--- config.mk ---
export PLATFORM = sky130hd
export DESIGN_NAME = debug_reg_dumper_flat
export DESIGN_NICKNAME = d
export VERILOG_FILES = /design/src/rtl/debug_reg_dumper_pkg.sv /design/src/rtl/debug_reg_dumper_if.sv /design/src/rtl/debug_reg_dumper_reg_word_serializer.sv /design/src/rtl/debug_reg_dumper.sv /design/src/flat_wrapper.sv
export SDC_FILE = /design/constraint.sdc
export NUM_CORES = 1
export LEC_CHECK = 0
export CORE_ASPECT_RATIO = 1.2
export CORE_MARGIN = 5
export CORE_UTILIZATION = 35
export DETAILED_ROUTE_END_ITERATION = 8
export MAX_ROUTING_LAYER = met4
export PLACE_DENSITY = 0.57
export SLEW_MARGIN = 20
export SYNTH_ARGS = -nofsm -noshare
export SYNTH_HDL_FRONTEND = slang
export SYNTH_HIERARCHICAL = 1
export SYNTH_SLANG_ARGS = --single-unit
--- constraint.sdc ---
create_clock -name i_clock -period 2.8 [get_ports i_clock]
set_input_delay 0.56 -clock i_clock [delete_from_list [all_inputs] [get_ports i_clock]]
set_output_delay 0.56 -clock i_clock [all_outputs]
set_load 0.02 [all_outputs]
--- src/rtl/debug_reg_dumper_pkg.sv ---
// Shared constants, state encodings and small helpers for the register dumper.
package debug_reg_dumper_pkg;

  // Default geometry of the dumped register file and the UART byte lane.
  localparam int NB_DATA_DEF = 32;
  localparam int NB_REG_DEF  = 5;
  localparam int NB_BYTE_DEF = 8;
  localparam int N_REGS_DEF  = 32;

  // Number of UART bytes carried by one register word at the default sizes.
  localparam int BYTES_PER_WORD = NB_DATA_DEF / NB_BYTE_DEF;

  // Dump sequencer state encodings.
  localparam logic [2:0] DUMP_IDLE     = 3'd0;
  localparam logic [2:0] DUMP_SET_ADDR = 3'd1;
  localparam logic [2:0] DUMP_CAPTURE  = 3'd2;
  localparam logic [2:0] DUMP_SEND     = 3'd3;
  localparam logic [2:0] DUMP_WAIT_TX  = 3'd4;
  localparam logic [2:0] DUMP_DONE     = 3'd5;

  typedef enum logic [2:0] {
    ST_IDLE     = DUMP_IDLE,
    ST_SET_ADDR = DUMP_SET_ADDR,
    ST_CAPTURE  = DUMP_CAPTURE,
    ST_SEND     = DUMP_SEND,
    ST_WAIT_TX  = DUMP_WAIT_TX,
    ST_DONE     = DUMP_DONE
  } dump_state_t;

  // Bytes per word for an arbitrary word/byte geometry.
  function automatic int bytes_per_word(input int nb_data, input int nb_byte);
    return nb_data / nb_byte;
  endfunction

  // Counter width able to index n items; never narrower than one bit.
  function automatic int idx_width(input int n);
    return (n > 1) ? $clog2(n) : 1;
  endfunction

endpackage

--- src/rtl/debug_reg_dumper_if.sv ---
// Bundle of the dumper's control, register-file debug port and UART TX handshake.
interface debug_reg_dumper_if
  import debug_reg_dumper_pkg::*;
#(
  parameter int NB_DATA = NB_DATA_DEF,
  parameter int NB_REG  = NB_REG_DEF,
  parameter int NB_BYTE = NB_BYTE_DEF
) ();

  logic               start;           // one-cycle dump request
  logic [NB_DATA-1:0] reg_data;        // word returned by the DECODE debug port
  logic               tx_done;         // UART TX finished the current byte
  logic               read_debug_reg;  // DECODE debug port ownership
  logic [NB_REG-1:0]  addr_debug;      // DECODE debug read address
  logic [NB_BYTE-1:0] tx_data;         // byte handed to UART TX
  logic               tx_start;        // one-cycle UART TX start pulse
  logic               busy;            // dump in progress
  logic               done;            // one-cycle end-of-dump pulse

  // Dumper side: consumes requests/data, drives the debug port and TX.
  modport master (
    input  start, reg_data, tx_done,
    output read_debug_reg, addr_debug, tx_data, tx_start, busy, done
  );

  // Environment side: debug unit control, DECODE stage and UART TX.
  modport slave (
    output start, reg_data, tx_done,
    input  read_debug_reg, addr_debug, tx_data, tx_start, busy, done
  );

endinterface

--- src/rtl/debug_reg_dumper_reg_word_serializer.sv ---
// Holds one captured register word and presents it MSB byte first.
module reg_word_serializer
  import debug_reg_dumper_pkg::*;
#(
  parameter int NB_DATA = NB_DATA_DEF,
  parameter int NB_BYTE = NB_BYTE_DEF
) (
  input  logic               i_clock,
  input  logic               i_reset,
  input  logic               load,
  input  logic               advance,
  input  logic [NB_DATA-1:0] word,
  output logic [NB_BYTE-1:0] msb_byte,
  output logic               last_byte
);

  localparam int BPW   = bytes_per_word(NB_DATA, NB_BYTE);
  localparam int IDX_W = idx_width(BPW);
  localparam logic [IDX_W-1:0] LAST_IDX = IDX_W'(BPW - 1);

  logic [NB_DATA-1:0] shift_reg;
  logic [IDX_W-1:0]   byte_idx_reg;

  // Load a fresh word, or slide the next byte into the MSB slot on advance.
  always_ff @(posedge i_clock or posedge i_reset) begin
    if (i_reset) begin
      shift_reg    <= '0;
      byte_idx_reg <= '0;
    end else if (load) begin
      shift_reg    <= word;
      byte_idx_reg <= '0;
    end else if (advance) begin
      shift_reg    <= shift_reg << NB_BYTE;
      byte_idx_reg <= byte_idx_reg + IDX_W'(1);
    end
  end

  assign msb_byte  = shift_reg[NB_DATA-1 -: NB_BYTE];
  assign last_byte = (byte_idx_reg == LAST_IDX);

endmodule

--- src/rtl/debug_reg_dumper.sv ---
// Sweeps the DECODE register file through its debug port and streams every
// word to the UART transmitter, most significant byte first.
module debug_reg_dumper
  import debug_reg_dumper_pkg::*;
#(
  parameter int NB_DATA = NB_DATA_DEF,
  parameter int NB_REG  = NB_REG_DEF,
  parameter int NB_BYTE = NB_BYTE_DEF,
  parameter int N_REGS  = N_REGS_DEF
) (
  input  logic                i_clock,
  input  logic                i_reset,
  debug_reg_dumper_if.master  bus
);

  localparam logic [NB_REG-1:0] LAST_ADDR = NB_REG'(N_REGS - 1);

  dump_state_t        state_reg;
  logic [NB_REG-1:0]  addr_reg;
  logic               read_reg;
  logic [NB_BYTE-1:0] tx_data_reg;
  logic               tx_start_reg;
  logic               busy_reg;
  logic               done_reg;

  logic [NB_BYTE-1:0] ser_byte;
  logic               ser_last;
  logic               ser_load;
  logic               ser_advance;
  logic               tx_done_accept;

  // A done pulse only counts in WAIT_TX and not in the cycle the start pulse
  // is still on the wire, so a stale or early done can never skip a byte.
  assign tx_done_accept = (state_reg == ST_WAIT_TX) && bus.tx_done && !tx_start_reg;
  assign ser_load       = (state_reg == ST_CAPTURE);
  assign ser_advance    = tx_done_accept && !ser_last;

  reg_word_serializer #(
    .NB_DATA (NB_DATA),
    .NB_BYTE (NB_BYTE)
  ) u_serializer (
    .i_clock   (i_clock),
    .i_reset   (i_reset),
    .load      (ser_load),
    .advance   (ser_advance),
    .word      (bus.reg_data),
    .msb_byte  (ser_byte),
    .last_byte (ser_last)
  );

  // Dump sequencer with all outputs registered; pulses default low each cycle.
  always_ff @(posedge i_clock or posedge i_reset) begin
    if (i_reset) begin
      state_reg    <= ST_IDLE;
      addr_reg     <= '0;
      read_reg     <= 1'b0;
      tx_data_reg  <= '0;
      tx_start_reg <= 1'b0;
      busy_reg     <= 1'b0;
      done_reg     <= 1'b0;
    end else begin
      tx_start_reg <= 1'b0;
      done_reg     <= 1'b0;
      case (state_reg)
        ST_IDLE: begin
          if (bus.start) begin
            addr_reg  <= '0;
            read_reg  <= 1'b1;
            busy_reg  <= 1'b1;
            state_reg <= ST_SET_ADDR;
          end
        end
        ST_SET_ADDR: begin
          // Register file presents the word for the new address next cycle.
          state_reg <= ST_CAPTURE;
        end
        ST_CAPTURE: begin
          state_reg <= ST_SEND;
        end
        ST_SEND: begin
          tx_data_reg  <= ser_byte;
          tx_start_reg <= 1'b1;
          state_reg    <= ST_WAIT_TX;
        end
        ST_WAIT_TX: begin
          if (tx_done_accept) begin
            if (!ser_last) begin
              state_reg <= ST_SEND;
            end else if (addr_reg == LAST_ADDR) begin
              state_reg <= ST_DONE;
            end else begin
              addr_reg  <= addr_reg + NB_REG'(1);
              state_reg <= ST_SET_ADDR;
            end
          end
        end
        ST_DONE: begin
          // Hand the debug port back in the same cycle the done pulse rises.
          done_reg  <= 1'b1;
          read_reg  <= 1'b0;
          busy_reg  <= 1'b0;
          state_reg <= ST_IDLE;
        end
        default: begin
          state_reg <= ST_IDLE;
        end
      endcase
    end
  end

  assign bus.read_debug_reg = read_reg;
  assign bus.addr_debug     = addr_reg;
  assign bus.tx_data        = tx_data_reg;
  assign bus.tx_start       = tx_start_reg;
  assign bus.busy           = busy_reg;
  assign bus.done           = done_reg;

endmodule

--- src/flat_wrapper.sv ---
// flat-port wrapper written by rule: the top's interface ports become plain ports
module debug_reg_dumper_flat import debug_reg_dumper_pkg::*;
#(
  parameter int NB_DATA = NB_DATA_DEF,
  parameter int NB_REG  = NB_REG_DEF,
  parameter int NB_BYTE = NB_BYTE_DEF,
  parameter int N_REGS  = N_REGS_DEF
)
  (i_clock, i_reset, bus_start, bus_reg_data, bus_tx_done, bus_read_debug_reg, bus_addr_debug, bus_tx_data, bus_tx_start, bus_busy, bus_done);
  debug_reg_dumper_if #(.NB_DATA(NB_DATA), .NB_REG(NB_REG), .NB_BYTE(NB_BYTE)) bus_i ();
  input  logic i_clock;
  input  logic i_reset;
  input wire logic [$bits(bus_i.start)-1:0] bus_start;
  input wire logic [$bits(bus_i.reg_data)-1:0] bus_reg_data;
  input wire logic [$bits(bus_i.tx_done)-1:0] bus_tx_done;
  output wire logic [$bits(bus_i.read_debug_reg)-1:0] bus_read_debug_reg;
  output wire logic [$bits(bus_i.addr_debug)-1:0] bus_addr_debug;
  output wire logic [$bits(bus_i.tx_data)-1:0] bus_tx_data;
  output wire logic [$bits(bus_i.tx_start)-1:0] bus_tx_start;
  output wire logic [$bits(bus_i.busy)-1:0] bus_busy;
  output wire logic [$bits(bus_i.done)-1:0] bus_done;
  assign bus_i.start = bus_start;
  assign bus_i.reg_data = bus_reg_data;
  assign bus_i.tx_done = bus_tx_done;
  assign bus_read_debug_reg = bus_i.read_debug_reg;
  assign bus_addr_debug = bus_i.addr_debug;
  assign bus_tx_data = bus_i.tx_data;
  assign bus_tx_start = bus_i.tx_start;
  assign bus_busy = bus_i.busy;
  assign bus_done = bus_i.done;
  debug_reg_dumper #(.NB_DATA(NB_DATA), .NB_REG(NB_REG), .NB_BYTE(NB_BYTE), .N_REGS(N_REGS)) u_core (.i_clock(i_clock), .i_reset(i_reset), .bus(bus_i));
endmodule
==> flow_summary_export.csv <==
group,metric,value,unit
status,status,"finished, final reports clean",
min_path,min_from,"u_core/bus.tx_data[2]$_DFFE_PP0P_",
synth,synth-main-ff-cell,"dfrtp_1",
clock_tree,root_buffer,"clkbuf_8",
die,fp.dieH,103,um
global_route,antenna_found_initial,0,
sta,setup_viol,0,
routing,ant_nets,0,
die,dieArea,8940,um^2
power_and_ir_drop,switching_power,0.978,mW
sta,slew_viol_final,0,
power_and_ir_drop,leakagePower,1.28,nW
routing,vias_per_cell,4.72,
synth,seq_area_frac_synth,53.1,%
setup_path,reg2reg_from,"u_core/bus.addr_debug[0]$_DFFE_PP0P_",
global_route,grt_max_degree,67,
synth,synth_nets,269,
die,core_area,6900,um^2
sta,setup_slack,0.811,ns
placed_design,place_ws,0.696,ns
synth,synth_common_cells,"dfrtp_1 (53), nand2_1 (35), mux2i_1 (26), o21ai_1 (20), o21ai_0 (18)",
sta,fin_tns_setup,0,ns
sta,worst_pin_slew,0.747,ns
synth,synth_area_leaders,"dfrtp_1 (53%), mux2i_1 (10%), nand2_1 (5.3%), o21ai_1 (4.0%), o21ai_0 (3.6%)",
setup_path,arrival,2.18,ns
final_layout,drive_gt1_share,8.09,%
placed_design,place.gp.congestion,0.703,
placed_design,hpwlAfterDp,3.24,mm
routing,wl,4.64,mm
power_and_ir_drop,seqPwrFrac,44.5,%
sta,whs,0.513,ns
power_and_ir_drop,p_comb_share,37.2,%
die,initial_utilization,36.3,%
synth,synth-async-reset-ratio,100,%
power_and_ir_drop,p_clk_share,18.4,%
min_path,holdPathStages,1,
clock_tree,clock-sinks,53,
routing,first_pass_iters,4,
sta,rsz0062_at_grt,"no",
routing,wl_per_cell,12.9,um
power_and_ir_drop,internal_power,1.90,mW
routing,drt_iter0_drc,61,
synth,yosysUniqueCellTypes,33,
global_route,grt_util_all_layers,11.6,%
sta,period_minus_slack,1.99,ns
final_layout,largest_register_ffs,32,
clock_tree,post-cts-setup-buffers,0,
setup_path,endpoint_kind,"flop",
min_path,hp-class,"reg -> reg",
final_layout,stdcell_area,3120,um^2
setup_path,cp-start-kind,"flop",
die,rows,33,
global_route,grt_pass1_vias,1693,
synth,synth.most_common_cell,"dfrtp_1",
synth,yosysWarnings,6,
final_layout,fin_util,45.2,%
setup_path,worstPathRequired,2.99,ns
setup_path,crit_fanout,5,
final_layout,diodes,0,
clock_tree,cts_buffer_depth,2,
synth,yosysTopAreaCell,"dfrtp_1",
clock_tree,cts_resized,0,
synth,yosysTopAreaCellShare,53.1,%
synth,synth_edf_count,0,
power_and_ir_drop,powerDensity,924,nW/um^2
final_layout,layout.nets,310,
power_and_ir_drop,switching_share,33.9,%
placed_design,placed_cell_area,3000,um^2
sta,post-route-period-util,71.0,%
synth,synth-seq-cells,53,
synth,syn_avg_cell_area,10.9,um^2
die,ioPinCount,53,
setup_path,worstSetupPathType,"reg -> reg",
clock_tree,htreeDepth,2,
flow_run,maxCapViolCount,0,
global_route,grt_overflow,0,
final_layout,area_growth,24.8,%
clock_tree,clk_pin_slew,0.09,ns
setup_path,rr_worst_depth,6,
clock_tree,holdBufCountCts,0,
power_and_ir_drop,vdd_drop_max,0.362,mV
synth,syn-cell-area,2500,um^2
clock_tree,cts_tree,"done",
placed_design,io_buffers,52,
synth,synthCells,230,
sta,max_freq,0.503,GHz
global_route,grt_pass1_wl,7.98,mm
setup_path,critPathLaunch,"u_core/bus.addr_debug[0]$_DFFE_PP0P_",
clock_tree,cts_buffers,5,
routing,drc,0,
die,die_w,87.2,um
routing,vias,1696,
clock_tree,clock_latency,0.30,ns
sta,fin_skew,0.00354,ns
sta,max_slew_margin,50.1,%
sta,hold_viol,0,
-- cell type report --
type | count | area [um^2]
inverter | 6 | 22.5
timing repair buffer | 55 | 556
sequential | 53 | 1330
tap | 87 | 109
fill | 696 | 3780
multi-input combinational | 150 | 990
clock buffer | 7 | 86.3
clock inverter | 1 | 30.0
-- cells in the final DEF, fill, tap and decap left out, drive strengths merged --
cell type,instances
dfrtp,53
clkdlybuf4s50,52
o21ai,38
nand2,35
mux2i,26
nand2b,11
mux2,8
clkbuf,7
inv,6
a21oi,4
nor2b,4
nor2,3
o211ai,3
ha,3
buf,3
bufinv,1
o22ai,1
nand3,1
xor2,1
or4b,1
or3b,1
nand4bb,1
or2,1
o21bai,1
nand3b,1
and3,1
and2,1
nor3,1
nor3b,1
a32o,1
xnor2,1
-- power by group through the flow --
stage	clock network [mW]	logic [mW]	registers [mW]
global placement	0	1.06	1.29
finish	0.529	1.07	1.28
floorplan	0	0.825	1.31
global route	0.584	1.22	1.33
CTS	0.554	1.09	1.29
detailed placement	0	1.09	1.30
-- critical path, cell delays in order, from the launching register on --
cell	delay, ns
dfrtp_1	0.43
ha_1	0.23
and3_1	0.19
ha_1	0.19
nand4bb_1	0.28
or2_4	0.32
a32o_1	0.25
-- cells by family after synthesis --
kind of cell    count (synthesis)  synth area share, %
flops                          53                 53.1
mux                            34                 14.0
simple gates                   63                 12.6
fa+ha+maj                       3                 1.50
xor+xnor                        2                0.701
compound gates                 48                 10.3
buf+inv                        27                 7.86
-- routing by layer --
metal  routed length [um]  vias to the layer above  GRT usage, %  part of all wire, %
met2                 2230                       42          18.4                   48
met4                   72                        0          4.25                  1.6
met3                  252                        5          2.32                  5.4
li1                     -                      859             -                    -
met1                 2090                      790          14.6                   45
met5                    0                        -             -                    0
-- final timing paths --
| check | end | slack, ns |
|---|---|---|
| setup / recovery | u_core/bus.addr_debug[2]$_DFFE_PP0P_ | 0.81 |
| hold / removal | u_core/bus.tx_data[2]$_DFFE_PP0P_ | 0.51 |
| setup reg to reg | u_core/bus.addr_debug[2]$_DFFE_PP0P_ | 0.81 |
| hold reg to reg | u_core/bus.tx_data[2]$_DFFE_PP0P_ | 0.51 |
| max in group asynchronous | u_core/state_reg[1]$_DFFE_PP0P_ | 1.62 |
| min in group asynchronous | u_core/u_serializer/shift_reg[25]$_DFFE_PP0P_ | 0.68 |
-- per-stage QoR --
step	instances	total power [mW]
floorplan	230	2.14
global placement	351	2.36
detailed placement	351	2.39
CTS	359	2.94
global route	359	3.13
finish	359	2.88
Note: power is estimated with default switching activity, not from simulation.
==> patch: new RTL, same flow settings <==
The package constant `NB_DATA_DEF` goes from 32 to 16.
--- a/src/rtl/debug_reg_dumper_pkg.sv
+++ b/src/rtl/debug_reg_dumper_pkg.sv
@@ -2,7 +2,7 @@
 package debug_reg_dumper_pkg;
 
   // Default geometry of the dumped register file and the UART byte lane.
-  localparam int NB_DATA_DEF = 32;
+  localparam int NB_DATA_DEF = 16;
   localparam int NB_REG_DEF  = 5;
   localparam int NB_BYTE_DEF = 8;
   localparam int N_REGS_DEF  = 32;
Ports: changed (resized bus_reg_data); port bits go from 53 to 37. The function was not compared with the original's and may differ.
==> patch against the unedited design <==
Global-route usage is 0.13 points lower; wire length shrank 34%; sequential cell count decreased by 17; power fell by 31%; design area down 32%; setup slack gained 22 ps; first-iteration DRC count decreased by 26%; area after synthesis decreased by 31%.
==> patch: results (changes against the unedited design) <==
status=finished clean (unchanged); sequential-to-total area share from yosys stat=52.5% (was 53.1%); Area after DPL=0.00204 mm^2 (was 0.00300 mm^2); VDD IR max=0.347 mV (was 0.362 mV); post-synth cell types=32 (was 33); reg2reg setup slack=830 ps (was 810 ps); IO Port Bufs=36 (was 52); first-pass GRT wire length=5.48 mm (was 7.98 mm); dpl cells=239 (was 351); P_leak=0.900 nW (was 1.28 nW); most frequent cells after synthesis=36 x dfrtp_1, 20 x o21ai_0, 18 x nand2_1 (was 53 x dfrtp_1, 35 x nand2_1, 26 x mux2i_1); worst hold endpoint=u_core/bus.tx_data[3] (was u_core/bus.tx_data[2]); GRT Util Overall=11.4% (was 11.6%); final clock skew=4.72 ps (was 3.54 ps); Hold Crit Class=register to register (unchanged); RePlAce Congestion=0.807 (was 0.703); critical path's largest stage delay=420 ps; Gates resized, CTS repair=0 (unchanged); cells after synthesis=155 (was 230); Max clock buf depth=2 (unchanged); initial antenna violation count=0 (unchanged); post-route insts no fill=246 (was 359); TritonCTS buffer count=5 (unchanged); crit path DAT=2140 ps (was 2180 ps); # nets final=208 (was 310); layout cells sized above 1=11.3% (was 8.09%); Synthesized Nets=177 (was 269); number of DRC markers in iteration 0=45 (was 61); post-place setup slack=784 ps (was 696 ps); WL final=3.05 mm (was 4.64 mm); Area contributors post-synth=dfrtp_1 53%, o21ai_0 5.8%, mux2i_1 5.3%, mux2_2 5.3%, buf_4 3.9% (was dfrtp_1 53%, mux2i_1 10%, nand2_1 5.3%, o21ai_1 4.0%, o21ai_0 3.6%); FMAX=509 MHz (was 503 MHz); switching power=700 uW (was 978 uW); Yosys Warn Count=6 (unchanged); vias in the first global route=1205 (was 1693); filler cell count=484 (was 696); post-layout util=43.7% (was 45.2%); Root Buffer Master=clkbuf_8 (unchanged); Hold Startpoint=u_core/bus.tx_data[3] (was u_core/bus.tx_data[2]); Post-synth ARST share=100% (unchanged); max reg flops=16 (was 32); slew margin rel.=48.1% (was 50.1%); worst skew pair latency=280 ps (was 300 ps); Post-DP HPWL=2.27 mm (was 3.24 mm); Via density=4.71 (was 4.72); crit end category=register (unchanged); Post-CTS Setup Bufs=0 (unchanged); CTS clk-pin slew, worst paths=70 ps (was 90 ps); cell count of the worst hold path=1 (unchanged); pin count of the biggest net entering global routing=27 (was 67)
patch: cell count changes in the layout (fill, tap and decap cells not counted), moves of 2 or more:
cell,before,now
o21ai_1,20,1
o21ai_0,18,20
mux2i_1,26,9
clkdlybuf4s50_1,52,36
nand2_1,35,18
dfrtp_1,53,36
patch: stage by stage:
| step | total power [mW] | hold WS [ps] |
|---|---|---|
| 3_5_place_dp | 1.69 | 490 |
| 6_report | 2.00 | 511 |
| 3_3_place_gp | 1.66 | 482 |
| 4_1_cts | 2.04 | 510 |
| 2_1_floorplan | 1.51 | 466 |
| 5_1_grt | 2.18 | 532 |
patch: final cells by class:
type | instances | area share (%)
flip-flops and latches | 36 | 42.6
clock buffers | 6 | 3.43
well taps | 60 | 3.55
inverters | 6 | 1.07
multi-input cells | 98 | 31.0
clock inverters | 1 | 0.237
repair buffers | 39 | 18.1
patch: power by group through the flow:
stage          logic (mW)  clock network, mW  registers, mW
2_1_floorplan       0.587                  0          0.924
3_3_place_gp        0.780                  0          0.882
3_5_place_dp        0.800                  0          0.889
4_1_cts             0.803              0.355          0.878
5_1_grt             0.890              0.386          0.906
6_report            0.790              0.338          0.874
patch: kinds of logic (layout without fill, tap and decap cells):
logic type / count (synthesis) / count (layout) / synth area share (%)
AO/OA/AOI/OAI: 32 / 32 / 10.5
XOR/XNOR: 2 / 2 / 1.02
adder cells (fa/ha/maj): 2 / 2 / 1.46
buffers and inverters: 21 / 52 / 9.70
flip-flops: 36 / 36 / 52.5
multiplexers: 17 / 17 / 10.5
AND/OR/NAND/NOR: 45 / 45 / 14.3
patch: metal layers:
metal	routed length, um	global-route usage (%)	up-vias
met2	1430	18.3	33
met5	0	-	-
met3	201	3.60	7
met4	57	4.45	0
li1	-	-	580
met1	1360	13.3	538
